$ cat src/rtl/fp_pkg.sv
`default_nettype none
// +--------------------------------------------------------------------+
// | fp_pkg                                                             |
// | Shared types and constants for the FP adder result packing stage.  |
// | Revision: 1.0                                                      |
// +--------------------------------------------------------------------+
package fp_pkg;

  typedef enum logic [1:0] {
    SP_NONE    = 2'b00,
    SP_NAN     = 2'b01,
    SP_INF     = 2'b10,
    SP_INVALID = 2'b11
  } special_e;

  typedef struct packed {
    logic invalid;
    logic overflow;
    logic underflow;
    logic inexact;
  } fp_flags_t;

  typedef struct packed {
    logic [31:0] result;
    fp_flags_t   flags;
  } fp_beat_t;

  localparam logic [31:0] QNAN_32        = 32'h7FC0_0000;
  localparam logic [7:0]  EXP_ALL1       = 8'hFF;
  localparam logic [7:0]  EXP_MAX_NORMAL = 8'd254;

endpackage
`default_nettype wire

$ cat src/rtl/fp_pipe_reg.sv
`default_nettype none
// +--------------------------------------------------------------------+
// | fp_pipe_reg                                                        |
// | Single valid/ready register slice carrying a payload of type T.    |
// | Revision: 1.0                                                      |
// +--------------------------------------------------------------------+
module fp_pipe_reg #(
  parameter type T = logic
) (
  input  logic clock,
  input  logic reset,
  input  logic inValid,
  output logic inReady,
  input  T     inData,
  output logic outValid,
  input  logic outReady,
  output T     outData
);

  logic r_valid;
  T     r_data;

  // Accept when empty or when the held beat leaves on this same edge.
  assign inReady  = !r_valid || outReady;
  assign outValid = r_valid;
  assign outData  = r_data;

  always_ff @(posedge clock) begin
    if (reset) begin
      r_valid <= 1'b0;
      r_data  <= '0;
    end else if (inReady) begin
      r_valid <= inValid;
      if (inValid) begin
        r_data <= inData;
      end
    end
  end

endmodule
`default_nettype wire

$ cat src/rtl/fp_result_pack.sv
`default_nettype none
// +--------------------------------------------------------------------+
// | fp_result_pack                                                     |
// | Packs rounded sign/exponent/fraction into IEEE-754 single + flags. |
// | Revision: 1.0                                                      |
// +--------------------------------------------------------------------+
module fp_result_pack
  import fp_pkg::*;
#(
  parameter int EXP_W  = 8,
  parameter int MAN_W  = 23,
  parameter int XEXP_W = 10
) (
  input  logic              clock,
  input  logic              reset,
  input  logic              in_valid,
  output logic              in_ready,
  input  logic              in_sign,
  input  logic [XEXP_W-1:0] in_exp,
  input  logic [MAN_W:0]    in_mant,
  input  logic              in_zero,
  input  logic              in_inexact,
  input  logic [1:0]        in_special,
  output logic              out_valid,
  input  logic              out_ready,
  output logic [31:0]       out_result,
  output logic [3:0]        out_flags,
  output logic [3:0]        sticky_flags,
  input  logic              clear_flags
);

  function automatic fp_beat_t packBeat(
    input logic              sign,
    input logic [XEXP_W-1:0] expIn,
    input logic [MAN_W:0]    mant,
    input logic              zero,
    input logic              inexact,
    input logic [1:0]        special
  );
    fp_beat_t                 w_beat;
    logic signed [XEXP_W:0]   w_expAdj;
    logic [MAN_W-1:0]         w_frac;
    w_beat   = '0;
    // One extra bit so a carry into an already-large exponent cannot wrap.
    w_expAdj = $signed({expIn[XEXP_W-1], expIn}) + $signed({{XEXP_W{1'b0}}, mant[MAN_W]});
    w_frac   = mant[MAN_W] ? '0 : mant[MAN_W-1:0];
    if (special == SP_NAN || special == SP_INVALID) begin
      w_beat.result        = QNAN_32;
      w_beat.flags.invalid = (special == SP_INVALID);
    end else if (special == SP_INF) begin
      w_beat.result = {sign, EXP_ALL1, {MAN_W{1'b0}}};
    end else if (zero) begin
      w_beat.result = {sign, {(EXP_W + MAN_W){1'b0}}};
    end else if (w_expAdj > $signed({{(XEXP_W + 1 - EXP_W){1'b0}}, EXP_MAX_NORMAL})) begin
      w_beat.result         = {sign, EXP_ALL1, {MAN_W{1'b0}}};
      w_beat.flags.overflow = 1'b1;
      w_beat.flags.inexact  = 1'b1;
    end else if (w_expAdj <= 0) begin
      w_beat.result          = {sign, {(EXP_W + MAN_W){1'b0}}};
      w_beat.flags.underflow = 1'b1;
      w_beat.flags.inexact   = 1'b1;
    end else begin
      w_beat.result        = {sign, w_expAdj[EXP_W-1:0], w_frac};
      w_beat.flags.inexact = inexact;
    end
    return w_beat;
  endfunction

  fp_beat_t   w_packed;
  fp_beat_t   w_p1Data;
  fp_beat_t   w_p2Data;
  logic       w_p1Valid;
  logic       w_p2InReady;
  logic [3:0] r_sticky;

  assign w_packed = packBeat(in_sign, in_exp, in_mant, in_zero, in_inexact, in_special);

  fp_pipe_reg #(.T(fp_beat_t)) u_p1 (
    .clock    (clock),
    .reset    (reset),
    .inValid  (in_valid),
    .inReady  (in_ready),
    .inData   (w_packed),
    .outValid (w_p1Valid),
    .outReady (w_p2InReady),
    .outData  (w_p1Data)
  );

  fp_pipe_reg #(.T(fp_beat_t)) u_p2 (
    .clock    (clock),
    .reset    (reset),
    .inValid  (w_p1Valid),
    .inReady  (w_p2InReady),
    .inData   (w_p1Data),
    .outValid (out_valid),
    .outReady (out_ready),
    .outData  (w_p2Data)
  );

  assign out_result   = w_p2Data.result;
  assign out_flags    = w_p2Data.flags;
  assign sticky_flags = r_sticky;

  // Clear takes effect before the concurrent transfer's flags are merged.
  always_ff @(posedge clock) begin
    if (reset) begin
      r_sticky <= 4'b0000;
    end else if (out_valid && out_ready) begin
      r_sticky <= (clear_flags ? 4'b0000 : r_sticky) | w_p2Data.flags;
    end else if (clear_flags) begin
      r_sticky <= 4'b0000;
    end
  end

endmodule
`default_nettype wire

$ cat config.mk
export PLATFORM = sky130hd
export DESIGN_NAME = fp_result_pack
export DESIGN_NICKNAME = d
export VERILOG_FILES = /design/src/rtl/fp_pkg.sv /design/src/rtl/fp_pipe_reg.sv /design/src/rtl/fp_result_pack.sv
export SDC_FILE = /design/constraint.sdc
export NUM_CORES = 1
export LEC_CHECK = 0
export CORE_MARGIN = 3
export CORE_UTILIZATION = 32
export DETAILED_ROUTE_END_ITERATION = 10
export MAX_ROUTING_LAYER = met4
export SETUP_SLACK_MARGIN = 0.5
export SLEW_MARGIN = 40
export SYNTH_ARGS = -nofsm -noshare
export SYNTH_HDL_FRONTEND = slang
export SYNTH_SLANG_ARGS = --single-unit
$ cat constraint.sdc
create_clock -name clock -period 7.25 [get_ports clock]
set_clock_uncertainty 0.1 [all_clocks]
set_input_delay 0.725 -clock clock [delete_from_list [all_inputs] [get_ports clock]]
set_output_delay 0.725 -clock clock [all_outputs]
set_load 0.01 [all_outputs]
### After elaboration in Yosys (flattened, before gate mapping)

Cells that the tools add are included.

| word-level totals | value |
|---|---|
| flip-flop bits (word level) | 78 |
| word-level logic and storage cells | 45 |

| cells by class | value |
|---|---|
| $add $sub $neg | 1 |
| order comparisons | 2 |
| equal/unequal tests | 3 |
| multiplexer cells | 17 |
| bitwise logic cells | 1 |
| reductions and logical operators | 8 |

Operators by type and width:

| cell | number |
|---|---|
| $mux W31 | 4 |
| $mux W32 | 1 |
| $mux W23 | 1 |
| $add A10 B2 Y11 | 1 |
| $gt A11 B9 Y1 const B | 1 |
| $le A11 B1 Y1 const B | 1 |
| $mux W3 | 3 |
| $mux W4 | 2 |
| $mux W1 | 6 |
| $eq A2 B2 Y1 const B | 2 |
| $or A4 B4 Y4 | 1 |
| $reduce_and A2 Y1 | 2 |
| $logic_or A1 B1 Y1 | 3 |
| $eq A2 B1 Y1 const B | 1 |
| $logic_not A1 Y1 | 2 |
| $logic_and A1 B1 Y1 | 1 |

### Longest topological paths before layout

| logic depth | value |
|---|---|
| word-level depth | 7 |
| depth in mapped cells | 11 |
| gate-level depth less buffers | 8 |

### Modules after synthesis

Synthesis repeated with hierarchy kept, for this count alone.

| unflattened totals | value |
|---|---|
| cells, all modules | 469 |
| area, all modules | 4446.8 um^2 |

Modules (own cells, without submodules):

| module | instances | cells each | area each (um^2) | seq. area each (um^2) |
|---|---|---|---|---|
| fp_pipe_reg | 2 | 168 | 1687.9 | 740.7 |
| fp_result_pack | 1 | 133 | 1071.0 | 80.1 |

### Worst setup path after synthesis

Ideal clock, no wire load.

| path | value |
|---|---|
| kind | input port to flip-flop |
| start | in in_exp[0] |
| end | reg u_p1.r_data (netlist bit u_p1.outData[10]) |
| library setup time | 86 ps |
| arrival time | 2737 ps |
| data required time | 7064 ps |
| slack | 4327 ps |
| cell stages on the path | 11 |
| path buffers | 3 |
| cell sequence | ha_1 ha_1 nand3_1 nor2_4 nand4b_1 and3_4 buf_6 or4_1 buf_6 buf_12 o31ai_2 |

| between the ends | value |
|---|---|
| cells in the longest elaborated chain, start to end | 7 |
| elaborated cells on any way between the ends | 8 |

RTL lines:

| what | RTL line | text |
|---|---|---|
| start: declaration | fp_result_pack.sv:19 | `input logic [XEXP_W-1:0] in_exp,` |
| $add A10 B2 Y11 * | fp_result_pack.sv:45 | `w_expAdj = $signed({expIn[XEXP_W-1], expIn}) + $signed({{XEXP_W{1'b0}}, mant[MAN_W]});` |
| $le A11 B1 Y1 | fp_result_pack.sv:58 | `end else if (w_expAdj <= 0) begin` |
| $mux W31 | fp_result_pack.sv:58 |  |
| $mux W31 * | fp_result_pack.sv:54 | `end else if (w_expAdj > $signed({{(XEXP_W + 1 - EXP_W){1'b0}}, EXP_MAX_NORMAL})) begin` |
| $mux W31 * | fp_result_pack.sv:52 | `end else if (zero) begin` |
| $mux W31 * | fp_result_pack.sv:50 | `end else if (special == SP_INF) begin` |
| $mux W32 * | fp_result_pack.sv:47 | `if (special == SP_NAN \|\| special == SP_INVALID) begin` |
| end signal: assignment | fp_pipe_reg.sv:35 | `r_data <= inData;` |
| end: declaration | fp_pipe_reg.sv:21 | `T r_data;` |

Every way passes the cells marked *; elsewhere a longest branch is shown, timed or not.
A chain may end at the register's enable or synchronous reset.

### Worst setup path after layout

| path | value |
|---|---|
| start | in in_mant[23] |
| end | reg u_p1.r_data (netlist bit u_p1.outData[5]) |

| between the ends | value |
|---|---|
| cells in the longest elaborated chain, start to end | 7 |
| elaborated cells on any way between the ends | 9 |

RTL lines:

| what | RTL line | text |
|---|---|---|
| start: declaration | fp_result_pack.sv:20 | `input logic [MAN_W:0] in_mant,` |
| $add A10 B2 Y11 | fp_result_pack.sv:45 |  |
| $le A11 B1 Y1 | fp_result_pack.sv:58 |  |
| $mux W31 | fp_result_pack.sv:58 |  |
| $mux W31 * | fp_result_pack.sv:54 |  |
| $mux W31 * | fp_result_pack.sv:52 |  |
| $mux W31 * | fp_result_pack.sv:50 |  |
| $mux W32 * | fp_result_pack.sv:47 |  |

Marked as above.

==> impl_summary.log <==
INFO  metric cts_hold_buffers = 0
INFO  metric fin_area = 4350 um2
INFO  metric vdd.ir_drop.worst = 91.5 uV
INFO  metric yosys_warnings = 0
INFO  metric synthesis.instances = 383
INFO  metric sequentialPowerShare = 49.3%
INFO  metric fmax = 313 MHz
INFO  metric combined_area_of_the_multi_input_logic_cells = 1430 um2
INFO  metric htree_levels = 3
INFO  metric max_slew_headroom = 52.1%
INFO  metric routed_wirelength = 7640 um
INFO  metric intPower = 0.672 mW
INFO  metric area_of_placed_instances = 4120 um2
INFO  metric drv_slew = 0
INFO  metric maximum_number_of_buffers_from_clock_root_to_sink = 2
INFO  metric combined_flip_flop_and_latch_cell_area = 1560 um2
INFO  metric combinationalPowerShare = 9.2%
INFO  metric synth_sequential_area_ratio = 48.7%
INFO  metric hold_vio_cnt_final = 0
INFO  metric final_common_cell = nand2_1
INFO  metric count_of_routing_violations_after_the_opening_detailed_route_iteration = 85
INFO  metric cts_resized = 0
INFO  metric layout_common_cells = 107 x nand2_1, 84 x clkdlybuf4s50_1, 78 x dfxtp_1, 40 x a21oi_1
INFO  metric setup.worst_path.start_class = input pin
INFO  metric finalSetupTns = 0 ns
INFO  metric design.core.area = 9500 um2
INFO  metric tightest_slew = 0.715 ns
INFO  metric detail_route.wl_per_cell = 12.9 um
INFO  metric ys.flop_type = dfxtp_1
INFO  metric globalRouteOverflowTotal = 0
INFO  metric chipWidth = 106 um
INFO  metric layout-area-overhead-vs-synth = 35.6%
INFO  metric setup.worst_path.class = input pin to register
INFO  metric global_route.usage.total = 14.4%
INFO  metric height_of_the_chip = 106 um
INFO  metric num_io_pins = 86
INFO  metric critical_path.max_fanout = 23
INFO  metric synth_largest_area_cell = dfxtp_1
INFO  metric clk_transition_reported_paths = 0.08 ns
INFO  metric critPathCaptureType = register
INFO  metric cp_data_required_time = 7.41 ns
INFO  metric layout.nets = 506
INFO  metric unrepaired_setup_endpoints_after_global_routing = no
INFO  metric initial_core_util = 33.8%
INFO  metric drc = 0
INFO  metric ys_types = 39
INFO  metric grt_first_pass_wirelength = 12800 um
INFO  metric design_power_total = 0.892 mW
INFO  metric global_placer_s_final_weighted_congestion = 0.804
INFO  metric number_of_global_route_vias_before_repair = 2643
INFO  metric fillerInstances = 966
INFO  metric number_of_violations_of_the_max_capacitance_limit = 0
INFO  metric period_needed = 3.19 ns
INFO  metric vias_per_cell = 4.70
INFO  metric p_per_area = 205 nW/um2
INFO  metric drt-pass1-iter-count = 4
INFO  metric synth-edff-count = 0
INFO  metric antenna_found_initial = 0
INFO  metric io_buf_count = 85
INFO  metric postSynthRegisterBits = 78
INFO  metric synth_top_cell_area_share = 48.7%
INFO  metric dpl.hpwl = 5570 um
INFO  metric power.clock.fraction = 41.5%
INFO  metric netSwitchingFraction = 24.6%
INFO  metric synth_area_per_cell = 8.38 um2
INFO  metric grt_max_degree = 53
INFO  metric clock_tree_root_driver_cell = clkbuf_8
INFO  metric synthArstFlopShare = 0%
INFO  metric final-setup-viol-count = 0
INFO  metric cts.repair_timing.setup_buffer_count = 0
INFO  metric clock_buffers_created_by_tritoncts = 9
INFO  metric fp.dieArea = 11300 um2
INFO  metric final_min_period_over_clock_period = 44.0%
INFO  metric layout-drive-gt1-share = 9.89%
INFO  metric synthesis.area = 3210 um2
INFO  metric worstPathArrival = 3.35 ns
INFO  metric cts_tree = yes
INFO  metric run_status = finished, final reports clean
INFO  metric syn_nets = 429
INFO  metric num_rows = 35
INFO  metric via_count = 2789
INFO  metric number_of_antenna_diodes = 0
INFO  metric clock_latency_at_the_later_pin_of_the_worst_skew_pair = 0.34 ns
INFO  metric total_leakage_power = 1.53 nW
INFO  metric antenna_viol_nets_final = 0
INFO  metric p_sw = 0.220 mW
INFO  metric hp-class = register to register
INFO  metric synth.area.top_cells = dfxtp_1 49%, nand2_1 13%, o31ai_2 7.0%
INFO  metric cts_sinks = 78
[metal layers]
metal | track usage, % | part of all wire, % | wire, um | vias to the layer above
met3 | 2.91 | 3.9 | 300 | 8
met5 | - | 0 | 0 | -
li1 | - | - | - | 1431
met2 | 22.5 | 47 | 3590 | 57
met1 | 18.2 | 47 | 3620 | 1293
met4 | 6.01 | 1.6 | 121 | 0
[power by group through the flow]
stage / logic, mW / clock network, mW / registers (mW)
after floorplan: 0.0412 / 0 / 0.450
after global placement: 0.0814 / 0 / 0.450
after detailed placement: 0.0826 / 0 / 0.450
after CTS: 0.0828 / 0.379 / 0.440
after global routing: 0.0907 / 0.396 / 0.441
final: 0.0820 / 0.370 / 0.440
[metrics by stage]
stage	setup slack, ns	hold slack, ns	util (%)	std cells
floorplan	4.33	0.325	-	383
global placement	3.74	0.336	43.3	578
detailed placement	3.71	0.345	43.4	578
CTS	4.08	0.350	45.8	594
global route	3.87	0.370	45.8	594
finish	4.06	0.352	45.8	594
[cell families (layout without fill, tap and decap cells)]
kind of cell | count (synthesis) | after routing | share of synthesized area [%]
AND/OR/NAND/NOR | 168 | 168 | 22.7
multiplexers | 1 | 1 | 0.312
buffers and inverters | 48 | 130 | 7.14
flip-flops | 78 | 78 | 48.7
adder cells (fa/ha/maj) | 2 | 2 | 0.780
XOR/XNOR | 6 | 6 | 1.64
AO/OA/AOI/OAI | 80 | 80 | 18.7
[cell type report]
type | instances | area share [%]
sequential | 78 | 35.9
multi-input combinational | 257 | 32.9
timing repair buffer | 88 | 20.0
tap | 129 | 3.71
clock buffer | 9 | 2.85
clock inverter | 7 | 2.36
inverter | 26 | 2.24
[path summary, 6_finish.rpt]
| path | start | endpoint | slack, ns | cells after the start |
|---|---|---|---|---|
| worst max-delay path | in_mant[23] | u_p1.outData[5]$_SDFFE_PP0P_ | 4.06 | 10 |
| worst min register to register | u_p1.outData[2]$_SDFFE_PP0P_ | u_p2.outData[2]$_SDFFE_PP0P_ | 0.35 | 2 |
| worst max register to register | u_p2.outValid$_SDFFE_PP0P_ | u_p1.outData[2]$_SDFFE_PP0P_ | 4.89 | 6 |
| worst min-delay path | u_p1.outData[2]$_SDFFE_PP0P_ | u_p2.outData[2]$_SDFFE_PP0P_ | 0.35 | 2 |
[state kept, by name, summed over array words and instances, names as in the netlist]
register / flops
sticky_flags: 4
u_p1.outData: 36
u_p1.outValid: 1
u_p2.outData: 36
u_p2.outValid: 1
[worst max-delay path, cell delays in order]
cell and delay [ns]:
clkdlybuf4s50_1 0.49, ha_1 0.24, ha_1 0.26, nand3_1 0.15, nor2_4 0.13, nand4_1 0.13, and3_4 0.20, or4_1 0.50
buf_4 0.26, o31ai_1 0.25
[cell usage after synthesis (3+ instances only)]
cell type,count
nand2_1,107
dfxtp_1,78
a21oi_1,41
inv_1,26
nor2_1,26
o31ai_2,18
clkbuf_1,16
nor3_1,10
nand3_1,9
xnor2_1,6
a32oi_1,4
o21ai_0,4
a211oi_1,3
nor4_1,3
o31ai_1,3
No activity file was read; power rests on OpenSTA's default activity.
